File: config.mk
export PLATFORM = sky130hd
export DESIGN_NAME = button_press_classifier
export DESIGN_NICKNAME = d
export VERILOG_FILES = /design/src/rtl/button_event_pkg.sv /design/src/rtl/button_tick_gen.sv /design/src/rtl/button_press_classifier.sv
export SDC_FILE = /design/constraint.sdc
export NUM_CORES = 1
export LEC_CHECK = 0
export CORE_ASPECT_RATIO = 1.5
export CORE_MARGIN = 2
export CORE_UTILIZATION = 40
export DETAILED_ROUTE_END_ITERATION = 10
export SYNTH_ARGS = -nofsm -noshare
export SYNTH_HDL_FRONTEND = slang
export SYNTH_SLANG_ARGS = --single-unit
File: constraint.sdc
create_clock -name Classify_CLOCK_50 -period 3.3 [get_ports Classify_CLOCK_50]
set_clock_uncertainty 0.1 [all_clocks]
set_input_delay 0.495 -clock Classify_CLOCK_50 [delete_from_list [all_inputs] [get_ports Classify_CLOCK_50]]
set_output_delay 0.495 -clock Classify_CLOCK_50 [all_outputs]
set_load 0.005 [all_outputs]
File: src/rtl/button_event_pkg.sv
// Shared definitions for the button event classifier: FSM state encoding
// and small constant helpers used to size counters.
package button_event_pkg;

    typedef enum logic [2:0] {
        IDLE   = 3'd0,
        PRESS1 = 3'd1,
        GAP    = 3'd2,
        PRESS2 = 3'd3,
        HOLD   = 3'd4
    } state_t;

    // Bits needed to hold values 0..value-1 (at least 1).
    function automatic int unsigned clog2(input int unsigned value);
        int unsigned width;
        width = 0;
        for (int unsigned v = value - 1; v != 0; v = v >> 1) begin
            width++;
        end
        return (width == 0) ? 1 : width;
    endfunction

    function automatic int unsigned max3(input int unsigned a,
                                         input int unsigned b,
                                         input int unsigned c);
        int unsigned m;
        m = (a > b) ? a : b;
        return (m > c) ? m : c;
    endfunction

endpackage

File: src/rtl/button_tick_gen.sv
// Free-running timebase: pulses tick for the one cycle in which the
// 0..TICK_DIV-1 counter wraps.
module button_tick_gen
    import button_event_pkg::*;
#(
    parameter int unsigned TICK_DIV = 50000
) (
    input  logic clk,
    input  logic rst_n,
    output logic tick
);

    localparam int unsigned TW = clog2(TICK_DIV);
    localparam logic [TW-1:0] LAST = TW'(TICK_DIV - 1);

    logic [TW-1:0] count;

    // Wrapping divide-by-TICK_DIV counter.
    always_ff @(posedge clk or negedge rst_n) begin
        if (!rst_n) begin
            count <= '0;
        end else if (count == LAST) begin
            count <= '0;
        end else begin
            count <= count + 1'b1;
        end
    end

    assign tick = (count == LAST);

endmodule

File: src/rtl/button_press_classifier.sv
// Turns the debounced button level into single, double, long and
// auto-repeat events. Event outputs are registered one-cycle pulses.
module button_press_classifier
    import button_event_pkg::*;
#(
    parameter int unsigned TICK_DIV   = 50000,
    parameter int unsigned LONG_MS    = 800,
    parameter int unsigned DOUBLE_MS  = 250,
    parameter int unsigned REPEAT_MS  = 150,
    parameter bit          ACTIVE_LOW = 1'b1
) (
    input  logic       Classify_CLOCK_50,
    input  logic       Classify_Reset_InLow,
    input  logic       Classify_Button_In,
    output logic       Classify_Short_Out,
    output logic       Classify_Double_Out,
    output logic       Classify_Long_Out,
    output logic       Classify_Repeat_Out,
    output logic       Classify_Held_Out,
    output logic [2:0] Classify_State_Out
);

    localparam int unsigned CW = clog2(max3(LONG_MS, DOUBLE_MS, REPEAT_MS) + 1);
    localparam logic [CW-1:0] LONG_LAST   = CW'(LONG_MS - 1);
    localparam logic [CW-1:0] DOUBLE_LAST = CW'(DOUBLE_MS - 1);
    localparam logic [CW-1:0] REPEAT_LAST = CW'(REPEAT_MS - 1);

    state_t        state, state_nxt;
    logic [CW-1:0] cnt;
    logic          tick;
    logic          p, prev;
    logic          press_edge, release_edge;
    logic          long_hit, double_hit, repeat_hit;
    logic          short_nxt, double_nxt, long_nxt, repeat_nxt;

    button_tick_gen #(
        .TICK_DIV(TICK_DIV)
    ) u_tick (
        .clk  (Classify_CLOCK_50),
        .rst_n(Classify_Reset_InLow),
        .tick (tick)
    );

    assign p            = Classify_Button_In ^ ACTIVE_LOW;
    assign press_edge   = p & ~prev;
    assign release_edge = ~p & prev;
    assign long_hit     = tick && (cnt == LONG_LAST);
    assign double_hit   = tick && (cnt == DOUBLE_LAST);
    assign repeat_hit   = (REPEAT_MS != 0) && tick && (cnt == REPEAT_LAST);

    // Previous pressed level; resets to "pressed" so a button held through
    // reset must be released before it can generate an event.
    always_ff @(posedge Classify_CLOCK_50 or negedge Classify_Reset_InLow) begin
        if (!Classify_Reset_InLow) prev <= 1'b1;
        else                       prev <= p;
    end

    // State register.
    always_ff @(posedge Classify_CLOCK_50 or negedge Classify_Reset_InLow) begin
        if (!Classify_Reset_InLow) state <= IDLE;
        else                       state <= state_nxt;
    end

    // Next-state and event decode; edges take priority over thresholds.
    always_comb begin
        state_nxt  = state;
        short_nxt  = 1'b0;
        double_nxt = 1'b0;
        long_nxt   = 1'b0;
        repeat_nxt = 1'b0;
        case (state)
            IDLE: begin
                if (press_edge) state_nxt = PRESS1;
            end
            PRESS1: begin
                if (release_edge) begin
                    state_nxt = GAP;
                end else if (long_hit) begin
                    long_nxt  = 1'b1;
                    state_nxt = HOLD;
                end
            end
            GAP: begin
                if (press_edge) begin
                    state_nxt = PRESS2;
                end else if (double_hit) begin
                    short_nxt = 1'b1;
                    state_nxt = IDLE;
                end
            end
            PRESS2: begin
                if (release_edge) begin
                    double_nxt = 1'b1;
                    state_nxt  = IDLE;
                end else if (long_hit) begin
                    double_nxt = 1'b1;
                    state_nxt  = HOLD;
                end
            end
            HOLD: begin
                if (release_edge) state_nxt = IDLE;
                else if (repeat_hit) repeat_nxt = 1'b1;
            end
            default: state_nxt = IDLE;
        endcase
    end

    // Millisecond counter: restarts on any state change or repeat, else
    // counts ticks and saturates.
    always_ff @(posedge Classify_CLOCK_50 or negedge Classify_Reset_InLow) begin
        if (!Classify_Reset_InLow) begin
            cnt <= '0;
        end else if ((state_nxt != state) || repeat_nxt) begin
            cnt <= '0;
        end else if (tick && (cnt != '1)) begin
            cnt <= cnt + 1'b1;
        end
    end

    // Registered one-cycle event pulses.
    always_ff @(posedge Classify_CLOCK_50 or negedge Classify_Reset_InLow) begin
        if (!Classify_Reset_InLow) begin
            Classify_Short_Out  <= 1'b0;
            Classify_Double_Out <= 1'b0;
            Classify_Long_Out   <= 1'b0;
            Classify_Repeat_Out <= 1'b0;
        end else begin
            Classify_Short_Out  <= short_nxt;
            Classify_Double_Out <= double_nxt;
            Classify_Long_Out   <= long_nxt;
            Classify_Repeat_Out <= repeat_nxt;
        end
    end

    assign Classify_Held_Out  = (state == HOLD);
    assign Classify_State_Out = state;

endmodule
=== After elaboration in Yosys (flattened, before gate mapping) ===
Cells that the tools add are included.

* Bits of input ports: 3
* Logic and storage cells: 53
* Flip-flop bits (word level): 34
* Output and inout port bits: 8

* Add/sub/neg operators: 2
* Eq/ne operators: 10
* Muxes and demuxes: 22
* Reductions and logical operators: 7
* Bitwise operators: 4

{| class="wikitable"
|+ Operators by type and width
! operator !! number
|-
| $mux 3 || 7
|-
| $eq 10x8->1 const B || 2
|-
| $mux 10 || 2
|-
| $add 16x1->16 const B || 1
|-
| $eq 16x16->1 const B || 1
|-
| $mux 16 || 1
|-
| $pmux 3 s5 || 1
|-
| $mux 1 || 11
|-
| $add 10x1->10 const B || 1
|-
| $eq 10x10->1 const B || 1
|-
| $ne 10x10->1 const B || 1
|-
| $eq 3x2->1 const B || 2
|-
| $logic_and 1x1->1 || 4
|-
| $eq 3x1->1 const B || 1
|-
| $eq 3x3->1 const B || 1
|-
| $logic_not 3->1 || 1
|-
| $ne 3x3->1 || 1
|-
| $and 1x1->1 || 2
|-
| $not 1->1 || 2
|-
| $reduce_bool 2->1 || 1
|-
| $logic_or 1x1->1 || 1
|}

=== Depth between registers and ports, before layout ===
* Depth in word-level cells: 8
* Gate-level depth with buffers: 8

=== Hierarchy ===
Synthesis repeated with hierarchy kept, for this count alone.

* Cell total of the unflattened synthesis: 167
* Area, all modules: 1,783.0 um^2

{| class="wikitable"
|+ By module, submodules not included
! module !! cells an instance !! seq. area each (um^2) !! area each (um^2) !! times used
|-
| button_press_classifier || 100 || 451.7 || 1,021.0 || 1
|-
| button_tick_gen || 67 || 400.4 || 762.0 || 1
|}

=== Worst setup path after synthesis ===
No wires, ideal clock.

* Kind: flip-flop to flip-flop
* Start point: register cnt[1]
* End point: register state[1] (netlist: Classify_State_Out[1])
* Library setup time: 0.142 ns
* Path buffers: 0
* Required time: 3.058 ns
* Period minus slack after synthesis: 1.856 ns
* Arrival time: 1.614 ns
* Stages on the path, launching flop included: 8
* Setup slack: 1.444 ns
* Path through: dfrtp_1 > inv_1 > ha_1 > or3b_1 > nor4b_2 > nand3_1 > a31oi_1 > a211oi_1

* Word-level cells in the longest chain between the ends: 5

{| class="wikitable"
|+ Ends and longest elaborated chain
! what !! RTL line !! source
|-
| start: declaration || button_press_classifier.sv:29 || <nowiki>logic [CW-1:0] cnt;</nowiki>
|-
| start signal: assignment || button_press_classifier.sv:116 || <nowiki>cnt <= cnt + 1'b1;</nowiki>
|-
| $eq 10x10->1 / $eq 10x8->1 (equally long branches) || button_press_classifier.sv:47, button_press_classifier.sv:48 ||
|-
| $logic_and 1x1->1, on equally long branches || button_press_classifier.sv:47, button_press_classifier.sv:48 ||
|-
| $mux 3, on equally long branches || button_press_classifier.sv:78, button_press_classifier.sv:95, button_press_classifier.sv:86 ||
|-
| $mux 3, on equally long branches || button_press_classifier.sv:92, button_press_classifier.sv:76, button_press_classifier.sv:84 ||
|-
| $pmux 3 s5 (*) || button_press_classifier.sv:71 || <nowiki>case (state)</nowiki>
|-
| via state_nxt[1] || button_press_classifier.sv:28 || <nowiki>state_t state, state_nxt;</nowiki>
|-
| end signal: assignment || button_press_classifier.sv:61 || <nowiki>else state <= state_nxt;</nowiki>
|-
| end: declaration || button_press_classifier.sv:28 ||
|}

Mark *: on every way through the listed nets, which the timed path passes. The rest lies on a longest branch.
A chain may end at the register's enable or synchronous reset.

=== Final worst setup path ===
* Start point: register state[2] (netlist: Classify_State_Out[2])
* End point: output Classify_Held_Out

* Word-level cells in the longest chain between the ends: 1

{| class="wikitable"
|+ Ends and longest elaborated chain
! what !! RTL line !! source
|-
| $eq 3x3->1 || button_press_classifier.sv:135 || <nowiki>assign Classify_Held_Out = (state == HOLD);</nowiki>
|-
| end: declaration || button_press_classifier.sv:19 || <nowiki>output logic Classify_Held_Out,</nowiki>
|}

No other way between the ends.

==> impl_metrics.csv <==
group,metric,value,unit
clock_tree,clkTransAtPathRegs,0.07,ns
placement,dpl_cell_area,1930,um2
clock_tree,cts_tree,"done",
critical_path,cp.arrival,1.67,ns
floorplan,die_area,5050,um2
clock_tree,cts_sinks,34,
sta,slew_violations,0,
routing,vias_per_cell,5.69,
placement,gp_congestion,0.835,
sta,worstMarginPinSlew,0.636,ns
logic_synthesis,synth_async_sr_flop_share,100,%
clock_tree,clockBufferDepth,2,
routing,wl_per_cell,15.0,um
placement,io_buffers,10,
cells_and_area,final_cell_area,2010,um2
logic_synthesis,synth-seq-area-share,47.5,%
critical_path,rrSetupSlack,1.19,ns
sta,max_slew_margin,57.2,%
cells_and_area,final_cells,236,
pwr,comb_power_share,9.4,%
sta,hold_viol,0,
logic_synthesis,synth_cell_type_count,43,
pwr,switching_power,0.000214,W
pwr,p_int,0.000609,W
pwr,leakagePower,0.838,nW
global_routing,grt_max_degree,35,
critical_path,reg2reg_to,"cnt[0]",
logic_synthesis,synthCells,177,
critical_path,worstSetupPathType,"flop to output port",
placement,place_ws,0.986,ns
clock_tree,cts_buffers,5,
clock_tree,clock_latency,0.28,ns
pwr,switching_share,26.0,%
floorplan,coreArea,4280,um2
cells_and_area,post_route_cells_drive_above_1_share,11.6,%
floorplan,pin_count,11,
cells_and_area,nNetsFinal,195,
global_routing,antenna_found_initial,0,
hold_path,min_path_cells,1,
pwr,ir_worst_vdd,0.205,mV
routing,dr_wl_met3,112,um
logic_synthesis,avgSynthCellArea,10.1,um2
global_routing,first_global_vias,1412,
pwr,power,0.000823,W
logic_synthesis,synth_edf_count,0,
cells_and_area,area.growth.synth_to_final,12.2,%
routing,via_count,1344,
logic_synthesis,syn_nets,183,
hold_path,holdCritStartpoint,"u_tick.count[0]",
floorplan,die_h,86.1,um
critical_path,r2r_cells,6,
flow_run,max-cap-violations,0,
placement,dp_hpwl,2510,um
sta,tns,0,ns
sta,grt_setup_unrepaired,"no",
critical_path,path_max_fanout,11,
sta,setup_viol,0,
logic_synthesis,yosysWarnings,0,
run_status,status,"finished with violations",
routing,dr.first_iter.drc_count,64,
cells_and_area,antenna_cells,0,
sta,worst_slack,1.03,ns
routing,drt-pass1-iter-count,7,
clock_tree,post_cts_buffers,0,
global_routing,grt_pass1_wl,6150,um
pwr,share_seq_of_total_power,54.0,%
pwr,clkPwrFrac,36.6,%
critical_path,start_kind,"flop",
critical_path,end_kind,"output port",
hold_path,min_to,"u_tick.count[0]",
routing,drtAntennaViolNets,0,
routing,dr.max_layer_used,"met4",
critical_path,required,2.70,ns
floorplan,rows,29,
sta,finalCritPeriodShare,68.7,%
global_routing,grt_usage,15.7,%
routing,wl_met2,1880,um
clock_tree,ctsResizeCount,0,
logic_synthesis,syn_area,1800,um2
clock_tree,clock-root-buffer,"clkbuf_8",
logic_synthesis,synth_flop_cell,"dfrtp_1",
cells_and_area,fillCellCount,406,
hold_path,hold_path_class,"flop to flop",
critical_path,rr_startpoint,"u_tick.count[0]",
sta,fmax,441,MHz
floorplan,die_x,58.7,um
clock_tree,htreeDepth,2,
placement,dpl.cell_count,228,
routing,drc_errors,2,
routing,wl_met1,1480,um
sta,post-route-min-period,2.27,ns
pwr,p_per_area,409,nW/um2
clock_tree,cts_hold_buf,0,
run_status,violations,"design-rule violations",
routing,wirelength,3550,um
logic_synthesis,ys_ff_latch,34,
floorplan,initial_utilization,41.9,%
global_routing,overflow,0,
[flip-flops by register name, summed over array words and instances, names as in the netlist]
name,cells
prev,1
Classify_State_Out,3
Classify_Repeat_Out,1
cnt,10
Classify_Short_Out,1
Classify_Double_Out,1
u_tick.count,16
Classify_Long_Out,1
[cells in the final DEF (no fill, tap or decap), drive strengths merged, types with 2 or more instances in the layout]
cell	instances
nand3	20
and3	5
a31oi	2
nand4	3
ha	3
and4bb	2
clkinv	2
xor2	16
nor2	25
o2111ai	2
and4	2
dfrtp	33
nor4b	3
xnor2	6
o21ai	2
clkbuf	6
nor4	6
nor3	6
clkdlybuf4s50	10
nand2	12
or3	2
a211oi	2
inv	4
a21oi	2
[kinds of logic after synthesis]
group | Yosys count | synth area share, %
AO/OA/AOI/OAI | 14 | 7.46
XOR/XNOR | 22 | 10.7
adder cells (fa/ha/maj) | 3 | 2.09
buffers and inverters | 10 | 2.65
flip-flops | 34 | 47.5
AND/OR/NAND/NOR | 94 | 29.6
[metal layers]
| metal | vias up | track usage [%] |
|---|---|---|
| li1 | 648 | - |
| met4 | 0 | 7.44 |
| met1 | 665 | 16.8 |
| met2 | 24 | 28.1 |
| met5 | - | 0 |
| met3 | 7 | 4.07 |
[synth_stat cells, drive strengths merged, types with 2 or more instances]
cell | number | area, um2
dfrtp | 33 | 826
nor2 | 25 | 93.8
nand3 | 20 | 105
xor2 | 16 | 140
nand2 | 12 | 45.0
nor3 | 6 | 30.0
nor4 | 6 | 43.8
xnor2 | 6 | 52.6
and3 | 5 | 31.3
inv | 4 | 15.0
buf | 3 | 21.3
clkbuf | 3 | 11.3
ha | 3 | 37.5
nand4 | 3 | 18.8
nor4b | 3 | 45.0
a211oi | 2 | 20.0
a21oi | 2 | 10.0
a31oi | 2 | 12.5
and4 | 2 | 20.0
and4bb | 2 | 25.0
o2111ai | 2 | 35.0
o21ai | 2 | 10.0
or3 | 2 | 12.5
[stage by stage]
stage | util, % | hold WS [ns]
2_1_floorplan | - | 0.0994
3_3_place_gp | 45.0 | 0.346
3_5_place_dp | 45.0 | 0.383
4_1_cts | 47.0 | 0.396
5_1_grt | 47.0 | 0.421
6_report | 47.0 | 0.391
[how the worst max path moves through the flow]
stage / startpoint / end / slack (ns) / cells past startpoint
global route: Classify_State_Out[2] / Classify_Held_Out / 0.92 / 3
floorplan: cnt[1] / Classify_State_Out[1] / 1.44 / 7
global placement: Classify_Button_In / cnt[1] / 1.07 / 6
finish: Classify_State_Out[2] / Classify_Held_Out / 1.03 / 3
CTS: Classify_State_Out[2] / Classify_Held_Out / 1.02 / 3
detailed placement: Classify_Button_In / cnt[1] / 0.99 / 6
[power by group through the flow]
| stage | registers, W | clock network [W] | logic [W] |
|---|---|---|---|
| 2_1_floorplan | 0.000444 | 0 | 0.0000475 |
| 3_3_place_gp | 0.000452 | 0 | 0.0000766 |
| 3_5_place_dp | 0.000452 | 0 | 0.0000781 |
| 4_1_cts | 0.000444 | 0.000309 | 0.0000783 |
| 5_1_grt | 0.000445 | 0.000329 | 0.0000861 |
| 6_report | 0.000444 | 0.000301 | 0.0000773 |
[critical path: stages (launching register included)]
cell and delay [ns]:
dfrtp_1 0.58, nand2b_1 0.15, nor2_1 0.14, clkdlybuf4s50_1 0.52
[final cells by class]
type	count	area, um2	area share, %
Clock inverter	2	13.8	0.683
Timing Repair Buffer	11	108	5.34
Sequential cell	34	852	42.3
Multi-Input combinational cell	133	896	44.5
Clock buffer	6	72.6	3.60
Tap cell	46	57.6	2.86
Inverter	4	15.0	0.745
No activity file was read; power rests on OpenSTA's default activity.
